$ cat config.mk
export PLATFORM = sky130hd
export DESIGN_NAME = seat_table_flat
export DESIGN_NICKNAME = d
export VERILOG_FILES = /design/src/rtl/seat_pkg.sv /design/src/rtl/seat_table_if.sv /design/src/rtl/seat_sweep.sv /design/src/rtl/seat_table.sv /design/src/flat_wrapper.sv
export SDC_FILE = /design/constraint.sdc
export NUM_CORES = 2
export LEC_CHECK = 0
export BUFFER_PORTS_ARGS = -buffer_cell sky130_fd_sc_hd__buf_2
export CAP_MARGIN = 20
export CORE_MARGIN = 2
export CORE_UTILIZATION = 55
export CTS_CLUSTER_DIAMETER = 40
export DETAILED_ROUTE_END_ITERATION = 8
export GPL_ROUTABILITY_DRIVEN = 0
export HOLD_SLACK_MARGIN = 0.12
export PLACE_DENSITY = 0.77
export REMOVE_ABC_BUFFERS = 1
export SETUP_SLACK_MARGIN = 0.02
export SLEW_MARGIN = 25
export SYNTH_ARGS = -nofsm -noshare
export SYNTH_HDL_FRONTEND = slang
export SYNTH_SLANG_ARGS = --single-unit
$ cat constraint.sdc
create_clock -name clk -period 134.3 [get_ports clk]
set_input_delay 33.575 -clock clk [delete_from_list [all_inputs] [get_ports clk]]
set_output_delay 33.575 -clock clk [all_outputs]
set_load 0.005 [all_outputs]
$ cat src/rtl/seat_pkg.sv
// Shared types for the seat occupancy table: entry state, command opcode,
// response status and controller state.
package seat_pkg;

    typedef enum logic [1:0] {
        S_EMPTY  = 2'd0,
        S_AWAY   = 2'd1,
        S_SEATED = 2'd2
    } seat_state_t;

    typedef enum logic [1:0] {
        OP_SEAT  = 2'd0,
        OP_AWAY  = 2'd1,
        OP_LEAVE = 2'd2,
        OP_QUERY = 2'd3
    } op_t;

    typedef enum logic [1:0] {
        ST_OK        = 2'd0,
        ST_OCCUPIED  = 2'd1,
        ST_NOT_OWNER = 2'd2,
        ST_BAD_SEAT  = 2'd3
    } status_t;

    typedef enum logic {
        RUN   = 1'b0,
        CLEAR = 1'b1
    } fsm_t;

endpackage

$ cat src/rtl/seat_table_if.sv
// Command/response/expiry bus between the kiosk controller (master) and the
// seat table (slave).
interface seat_table_if #(
    parameter int NUM_SEATS = 32,
    parameter int ID_W      = 32,
    parameter int TIME_W    = 11,
    parameter int SEAT_W    = $clog2(NUM_SEATS),
    parameter int CNT_W     = $clog2(NUM_SEATS + 1)
);
    logic              clear_all;
    logic              cmd_valid;
    logic              cmd_ready;
    logic [1:0]        cmd_op;
    logic [SEAT_W-1:0] cmd_seat;
    logic [ID_W-1:0]   cmd_student;
    logic [TIME_W-1:0] now;
    logic [TIME_W-1:0] limit_time;
    logic              rsp_valid;
    logic [1:0]        rsp_status;
    logic [1:0]        rsp_state;
    logic [ID_W-1:0]   rsp_student;
    logic              expire_valid;
    logic [SEAT_W-1:0] expire_seat;
    logic [CNT_W-1:0]  occupied_cnt;

    modport master (
        output clear_all, cmd_valid, cmd_op, cmd_seat, cmd_student, now, limit_time,
        input  cmd_ready, rsp_valid, rsp_status, rsp_state, rsp_student,
               expire_valid, expire_seat, occupied_cnt
    );

    modport slave (
        input  clear_all, cmd_valid, cmd_op, cmd_seat, cmd_student, now, limit_time,
        output cmd_ready, rsp_valid, rsp_status, rsp_state, rsp_student,
               expire_valid, expire_seat, occupied_cnt
    );
endinterface

$ cat src/rtl/seat_sweep.sv
// Background sweep: walks one entry per idle cycle and flags AWAY entries whose
// wrapped age exceeds limit_time.
module seat_sweep
    import seat_pkg::*;
#(
    parameter int NUM_SEATS = 32,
    parameter int TIME_W    = 11,
    parameter int IDX_W     = $clog2(NUM_SEATS)
) (
    input  logic              clk,
    input  logic              rst,
    input  logic              advance,
    input  seat_state_t       entry_state,
    input  logic [TIME_W-1:0] entry_stamp,
    input  logic [TIME_W-1:0] now,
    input  logic [TIME_W-1:0] limit_time,
    output logic [IDX_W-1:0]  ptr,
    output logic              expire
);
    localparam logic [IDX_W-1:0] LAST = IDX_W'(NUM_SEATS - 1);

    logic [TIME_W-1:0] age;

    // Subtraction at TIME_W bits gives the age modulo 2^TIME_W across wrap.
    assign age    = now - entry_stamp;
    assign expire = advance && (entry_state == S_AWAY) && (age > limit_time);

    always_ff @(posedge clk or posedge rst) begin
        if (rst)
            ptr <= '0;
        else if (advance)
            ptr <= (ptr == LAST) ? '0 : ptr + IDX_W'(1);
    end
endmodule

$ cat src/rtl/seat_table.sv
// Seat occupancy table: owns per-seat storage, the RUN/CLEAR controller and
// command decode; the sweep sub-module releases stale AWAY seats.
module seat_table
    import seat_pkg::*;
#(
    parameter int NUM_SEATS = 32,
    parameter int ID_W      = 32,
    parameter int TIME_W    = 11,
    parameter int SEAT_W    = $clog2(NUM_SEATS),
    parameter int CNT_W     = $clog2(NUM_SEATS + 1)
) (
    input  logic       clk,
    input  logic       rst,
    seat_table_if.slave bus
);
    localparam int               IDX_W    = $clog2(NUM_SEATS);
    localparam logic [SEAT_W:0]  SEAT_LIM = (SEAT_W + 1)'(NUM_SEATS);
    localparam logic [IDX_W-1:0] LAST     = IDX_W'(NUM_SEATS - 1);

    seat_state_t       st_q    [NUM_SEATS];
    logic [ID_W-1:0]   own_q   [NUM_SEATS];
    logic [TIME_W-1:0] stamp_q [NUM_SEATS];

    fsm_t              state_q, state_d;
    logic [IDX_W-1:0]  clr_idx_q;
    logic              clr_wipe;

    logic              accept, seat_ok, cmd_wr, owner_match;
    logic [IDX_W-1:0]  idx;
    op_t               op;
    seat_state_t       cur_st, nxt_st;
    logic [ID_W-1:0]   cur_own, nxt_own;
    logic [TIME_W-1:0] nxt_stamp;
    status_t           status;
    logic              inc, dec;

    logic              sweep_adv, sweep_exp;
    logic [IDX_W-1:0]  sweep_ptr;

    assign bus.cmd_ready = !rst && (state_q == RUN) && !bus.clear_all;
    assign accept        = bus.cmd_valid && bus.cmd_ready;
    assign op            = op_t'(bus.cmd_op);
    assign seat_ok       = ({1'b0, bus.cmd_seat} < SEAT_LIM);
    assign idx           = bus.cmd_seat[IDX_W-1:0];

    // Out-of-range seats read as an empty entry so the response carries zeros.
    always_comb begin
        cur_st  = S_EMPTY;
        cur_own = '0;
        if (seat_ok) begin
            cur_st  = st_q[idx];
            cur_own = own_q[idx];
        end
    end

    assign owner_match = (cur_own == bus.cmd_student);

    always_comb begin
        nxt_st    = cur_st;
        nxt_own   = cur_own;
        nxt_stamp = '0;
        status    = ST_OK;
        cmd_wr    = 1'b0;
        if (!seat_ok) begin
            status = ST_BAD_SEAT;
        end else begin
            case (op)
                OP_SEAT: begin
                    if (cur_st == S_EMPTY || (cur_st == S_AWAY && owner_match)) begin
                        nxt_st    = S_SEATED;
                        nxt_own   = bus.cmd_student;
                        nxt_stamp = bus.now;
                        cmd_wr    = 1'b1;
                    end else begin
                        status = ST_OCCUPIED;
                    end
                end
                OP_AWAY: begin
                    if (cur_st == S_SEATED && owner_match) begin
                        nxt_st    = S_AWAY;
                        nxt_stamp = bus.now;
                        cmd_wr    = 1'b1;
                    end else begin
                        status = ST_NOT_OWNER;
                    end
                end
                OP_LEAVE: begin
                    if (cur_st != S_EMPTY && owner_match) begin
                        nxt_st  = S_EMPTY;
                        nxt_own = '0;
                        cmd_wr  = 1'b1;
                    end else begin
                        status = ST_NOT_OWNER;
                    end
                end
                default: ;
            endcase
        end
    end

    always_ff @(posedge clk or posedge rst) begin
        if (rst) begin
            state_q   <= RUN;
            clr_idx_q <= '0;
        end else begin
            state_q   <= state_d;
            clr_idx_q <= (clr_wipe && clr_idx_q != LAST) ? clr_idx_q + IDX_W'(1) : '0;
        end
    end

    always_comb begin
        state_d  = state_q;
        clr_wipe = 1'b0;
        case (state_q)
            RUN:   if (bus.clear_all) state_d = CLEAR;
            CLEAR: begin
                clr_wipe = 1'b1;
                if (clr_idx_q == LAST) state_d = RUN;
            end
        endcase
    end

    // The sweep only runs when no command owns the table this cycle.
    assign sweep_adv = (state_q == RUN) && !accept;

    seat_sweep #(
        .NUM_SEATS (NUM_SEATS),
        .TIME_W    (TIME_W),
        .IDX_W     (IDX_W)
    ) u_sweep (
        .clk         (clk),
        .rst         (rst),
        .advance     (sweep_adv),
        .entry_state (st_q[sweep_ptr]),
        .entry_stamp (stamp_q[sweep_ptr]),
        .now         (bus.now),
        .limit_time  (bus.limit_time),
        .ptr         (sweep_ptr),
        .expire      (sweep_exp)
    );

    always_comb begin
        inc = 1'b0;
        dec = 1'b0;
        if (accept && cmd_wr) begin
            inc = (cur_st == S_EMPTY) && (nxt_st != S_EMPTY);
            dec = (cur_st != S_EMPTY) && (nxt_st == S_EMPTY);
        end else if (sweep_exp) begin
            dec = 1'b1;
        end else if (clr_wipe && st_q[clr_idx_q] != S_EMPTY) begin
            dec = 1'b1;
        end
    end

    always_ff @(posedge clk or posedge rst) begin
        if (rst) begin
            for (int k = 0; k < NUM_SEATS; k++) begin
                st_q[k]    <= S_EMPTY;
                own_q[k]   <= '0;
                stamp_q[k] <= '0;
            end
        end else if (accept && cmd_wr) begin
            st_q[idx]    <= nxt_st;
            own_q[idx]   <= nxt_own;
            stamp_q[idx] <= nxt_stamp;
        end else if (sweep_exp) begin
            st_q[sweep_ptr]    <= S_EMPTY;
            own_q[sweep_ptr]   <= '0;
            stamp_q[sweep_ptr] <= '0;
        end else if (clr_wipe) begin
            st_q[clr_idx_q]    <= S_EMPTY;
            own_q[clr_idx_q]   <= '0;
            stamp_q[clr_idx_q] <= '0;
        end
    end

    always_ff @(posedge clk or posedge rst) begin
        if (rst) begin
            bus.rsp_valid    <= 1'b0;
            bus.rsp_status   <= '0;
            bus.rsp_state    <= '0;
            bus.rsp_student  <= '0;
            bus.expire_valid <= 1'b0;
            bus.expire_seat  <= '0;
            bus.occupied_cnt <= '0;
        end else begin
            bus.rsp_valid    <= accept;
            bus.expire_valid <= sweep_exp;
            if (accept) begin
                bus.rsp_status  <= status;
                bus.rsp_state   <= nxt_st;
                bus.rsp_student <= nxt_own;
            end
            if (sweep_exp)
                bus.expire_seat <= SEAT_W'(sweep_ptr);
            bus.occupied_cnt <= bus.occupied_cnt + CNT_W'(inc) - CNT_W'(dec);
        end
    end
endmodule

$ cat src/flat_wrapper.sv
// flat-port wrapper written by rule: the top's interface ports become plain ports
module seat_table_flat import seat_pkg::*;
#(
    parameter int NUM_SEATS = 32,
    parameter int ID_W      = 32,
    parameter int TIME_W    = 11,
    parameter int SEAT_W    = $clog2(NUM_SEATS),
    parameter int CNT_W     = $clog2(NUM_SEATS + 1)
)
  (clk, rst, bus_clear_all, bus_cmd_valid, bus_cmd_op, bus_cmd_seat, bus_cmd_student, bus_now, bus_limit_time, bus_cmd_ready, bus_rsp_valid, bus_rsp_status, bus_rsp_state, bus_rsp_student, bus_expire_valid, bus_expire_seat, bus_occupied_cnt);
  seat_table_if #(.NUM_SEATS(NUM_SEATS), .ID_W(ID_W), .TIME_W(TIME_W), .SEAT_W(SEAT_W), .CNT_W(CNT_W)) bus_i ();
  input  logic clk;
  input  logic rst;
  input wire logic [$bits(bus_i.clear_all)-1:0] bus_clear_all;
  input wire logic [$bits(bus_i.cmd_valid)-1:0] bus_cmd_valid;
  input wire logic [$bits(bus_i.cmd_op)-1:0] bus_cmd_op;
  input wire logic [$bits(bus_i.cmd_seat)-1:0] bus_cmd_seat;
  input wire logic [$bits(bus_i.cmd_student)-1:0] bus_cmd_student;
  input wire logic [$bits(bus_i.now)-1:0] bus_now;
  input wire logic [$bits(bus_i.limit_time)-1:0] bus_limit_time;
  output wire logic [$bits(bus_i.cmd_ready)-1:0] bus_cmd_ready;
  output wire logic [$bits(bus_i.rsp_valid)-1:0] bus_rsp_valid;
  output wire logic [$bits(bus_i.rsp_status)-1:0] bus_rsp_status;
  output wire logic [$bits(bus_i.rsp_state)-1:0] bus_rsp_state;
  output wire logic [$bits(bus_i.rsp_student)-1:0] bus_rsp_student;
  output wire logic [$bits(bus_i.expire_valid)-1:0] bus_expire_valid;
  output wire logic [$bits(bus_i.expire_seat)-1:0] bus_expire_seat;
  output wire logic [$bits(bus_i.occupied_cnt)-1:0] bus_occupied_cnt;
  assign bus_i.clear_all = bus_clear_all;
  assign bus_i.cmd_valid = bus_cmd_valid;
  assign bus_i.cmd_op = bus_cmd_op;
  assign bus_i.cmd_seat = bus_cmd_seat;
  assign bus_i.cmd_student = bus_cmd_student;
  assign bus_i.now = bus_now;
  assign bus_i.limit_time = bus_limit_time;
  assign bus_cmd_ready = bus_i.cmd_ready;
  assign bus_rsp_valid = bus_i.rsp_valid;
  assign bus_rsp_status = bus_i.rsp_status;
  assign bus_rsp_state = bus_i.rsp_state;
  assign bus_rsp_student = bus_i.rsp_student;
  assign bus_expire_valid = bus_i.expire_valid;
  assign bus_expire_seat = bus_i.expire_seat;
  assign bus_occupied_cnt = bus_i.occupied_cnt;
  seat_table #(.NUM_SEATS(NUM_SEATS), .ID_W(ID_W), .TIME_W(TIME_W), .SEAT_W(SEAT_W), .CNT_W(CNT_W)) u_core (.clk(clk), .rst(rst), .bus(bus_i));
endmodule
==> impl_metrics.csv <==
group,metric,value,unit
status,status,"completed",
yosys,synth-compound-area-share,0.252,
global_routing,grt_pass1_vias,56100,
pwr,power,1.13,mW
global_routing,track_usage,0.391,
yosys,synth_top_area_cell,"dfrtp_1",
clock_network,cts_setup_buffers,0,
worst_setup_path,worstSetupEndpointType,"primary output",
timing,hold_violations,0,
yosys,yosysSeqAreaShare,0.535,
yosys,syn_inst,5590,
yosys,synth_area,0.0701,mm²
yosys,synth_edf_count,0,
global_routing,grt_overflow,0,
yosys,synth-simple-area-share,0.0433,
clock_network,htree_num_levels,4,
yosys,synth_mux_area_frac,0.113,
place,place_area,0.0716,mm²
routing,drt_iter0_markers,8926,
clock_network,cts_tree,"yes",
routing,routed_wl,259,mm
yosys,synth_xor_area_frac,0.00187,
timing,finalSetupTns,0,ns
timing,fmax,0.0148,GHz
yosys,ys_top_cells_by_area,"dfrtp_1 54%, a22o_1 13%, mux2i_1 7.3%",
timing,slew_headroom,0.233,
layout,final_area,0.0782,mm²
timing,min_period,67.76,ns
yosys,avgSynthCellArea,12.5,µm²
yosys,yosys.cell_count.top_type,"dfrtp_1",
worst_setup_path,required,100.72,ns
timing,worst_pin_slew,1.15,ns
yosys,synth_commonest_cells,"1500 x dfrtp_1, 1015 x a22o_1, 513 x mux2i_1",
die,die_h,361,µm
worst_setup_path,cp.arrival,34.18,ns
place,dpl.hpwl,136,mm
run,maxCapViolations,0,
worst_setup_path,crit_end,"bus_cmd_ready",
worst_setup_path,rr_startpoint,"u_core.u_sweep.ptr[0]$_DFFE_PP0P_",
routing,vias,56700,
layout,drive_above_1_share,0.158,
worst_setup_path,critPathKind,"primary input to primary output",
layout,area_delta_synth_final,11.5,%
worst_setup_path,r2r_end,"u_core.own_q[872]$_DFFE_PP0P_",
place,portBuffers,114,
pwr,net-switching-power,0.329,mW
routing,ant_nets,0,
routing,drt_drc_violations_left,0,
worst_setup_path,crit_family,"buffers and inverters",
pwr,p_per_area,14.4,mW/mm²
die,start_util,0.556,
global_routing,grt_pass1_wl,378,mm
yosys,async_reset_ff_frac,1.00,
worst_setup_path,r2r_cells,23,
clock_network,clockRootBuffer,"clkbuf_16",
timing,period_share,0.505,
hold_path,min_from,"u_core.stamp_q[60]$_DFFE_PP0P_",
routing,routedWlPerCell,35.9,µm
worst_setup_path,cp-startpoint,"rst",
die,design.core.area,0.126,mm²
worst_setup_path,crit_slowest_cell,"nor3_1",
clock_network,numCtsBuffers,179,
pwr,irDropWorstVdd,0.0109,mV
timing,slew_violations,0,
die,dieArea,0.130,mm²
layout,nets,5509,
clock_network,ctsHoldBuffers,0,
timing,rsz0062_at_grt,"false",
yosys,ys.flop_type,"dfrtp_1",
global_routing,antenna_found_initial,14,
worst_setup_path,crit_cells,3,
hold_path,hp-class,"flop to flop",
yosys,ys_warn_count,0,
worst_setup_path,path_cells,"buf_2 > nor3_1 > buf_2",
routing,detail_route.first_pass.iterations,8,
timing,skew,0.0492,ns
yosys,synth_top_area_share,0.535,
worst_setup_path,cp_num_buf_inv,2,
die,die_w,361,µm
pwr,swShare,0.292,
die,fp-row-count,130,
yosys,synth_fa_ha_area_frac,0.00717,
die,pin_count,115,
pwr,power_frac_comb,0.128,
pwr,leakagePower,35.3,nW
worst_setup_path,r2r_slack,124.48,ns
pwr,internal_power,0.797,mW
clock_network,clkSinkCount,1500,
worst_setup_path,crit_fanout,2,
worst_setup_path,cp-start-kind,"primary input",
yosys,yosys.cell_types.count,67,
global_routing,grt_max_degree,189,
yosys,synth-seq-cells,1500,
yosys,synth_top_family_by_area,"compound AO/OA/AOI/OAI gates",
worst_setup_path,cpPeakStageDelay,0.29,ns
pwr,p_seq_frac,0.418,
routing,viasPerCell,7.85,
timing,finalSetupViolCount,0,
clock_network,ctsLongestPathBuffers,3,
clock_network,clk_pin_slew_worst_paths,0.05,ns
clock_network,clk-insertion-delay-late,0.84,ns
worst_setup_path,cpMostUsedCell,"buf_2",
clock_network,cts_resized,0,
pwr,share_clk_of_total_power,0.454,
==> power by group through the flow <==
stage	clock (mW)	combinational, mW	sequential (mW)
3_3_place_gp	0	0.134	0.478
4_1_cts	0.510	0.137	0.470
5_1_grt	0.530	0.148	0.472
6_report	0.512	0.144	0.471
2_1_floorplan	0	0.0666	0.482
3_5_place_dp	0	0.137	0.478
==> sequential cells by signal (all words and copies together) (netlist names) <==
name / cells
u_core.bus.expire_seat: 5
u_core.bus.expire_valid: 1
u_core.bus.occupied_cnt: 6
u_core.bus.rsp_state: 2
u_core.bus.rsp_status: 2
u_core.bus.rsp_student: 32
u_core.bus.rsp_valid: 1
u_core.clr_idx_q: 5
u_core.own_q: 1024
u_core.st_q: 64
u_core.stamp_q: 352
u_core.state_q: 1
u_core.u_sweep.ptr: 5
==> routing by layer <==
layer / vias up / routed length (µm) / GRT usage
met5: - / 222 / 0.00925
met4: 18 / 19700 / 0.257
met3: 1344 / 40300 / 0.166
met2: 5112 / 108000 / 0.544
met1: 28500 / 91100 / 0.499
li1: 21700 / - / -
==> stage by stage <==
stage,worst slack [ns],utilization,instances,hold slack (ns)
floorplan,58.41,-,4927,0.451
global placement,66.49,0.567,6865,0.466
detailed placement,66.54,0.568,6869,0.468
CTS,66.54,0.618,7201,0.484
global route,66.52,0.620,7209,0.495
finish,66.54,0.620,7219,0.483
==> cell type report <==
class                      count  area, µm²
tap                         1650       2060
fill                        9257      47900
clock inverter                98       1220
sequential                  1500      37500
multi-input combinational   3392      30000
inverter                      35        140
timing repair buffer         297       2140
clock buffer                 234       5060
antenna                       13       32.5
==> logic make-up after synthesis <==
kind of cell             count (synthesis)
AND/OR/NAND/NOR                        544
XOR/XNOR                                15
buffers and inverters                  698
flip-flops                            1500
AO/OA/AOI/OAI                         2152
adder cells (fa/ha/maj)                 39
multiplexers                           642
==> worst min path at each step <==
stage	end	slack, ns	cells past startpoint
3_5_place_dp	u_core.stamp_q[282]$_DFFE_PP0P_	0.47	1
2_1_floorplan	u_core.stamp_q[12]$_DFFE_PP0P_	0.45	1
6_report	u_core.stamp_q[60]$_DFFE_PP0P_	0.48	1
3_3_place_gp	u_core.stamp_q[146]$_DFFE_PP0P_	0.47	1
5_1_grt	u_core.stamp_q[333]$_DFFE_PP0P_	0.50	1
4_1_cts	u_core.stamp_q[60]$_DFFE_PP0P_	0.48	1
==> cell usage in the layout (no fill, tap or decap), types with 32 or more instances in the layout <==
cell / n
o22ai_1: 254
a2111oi_4: 32
buf_2: 113
o2bb2ai_1: 290
nor2_1: 72
a22o_1: 1015
mux4_2: 121
dfrtp_1: 1497
clkbuf_16: 183
a22oi_1: 56
a21oi_1: 145
or4_1: 33
a2bb2oi_1: 32
o211ai_1: 32
a31oi_1: 129
nor4_1: 65
nand3_1: 57
buf_4: 163
ha_1: 37
mux2i_1: 513
nand3b_1: 32
nand2_1: 105
o21ai_0: 70
Note: power is estimated with default switching activity, not from simulation.
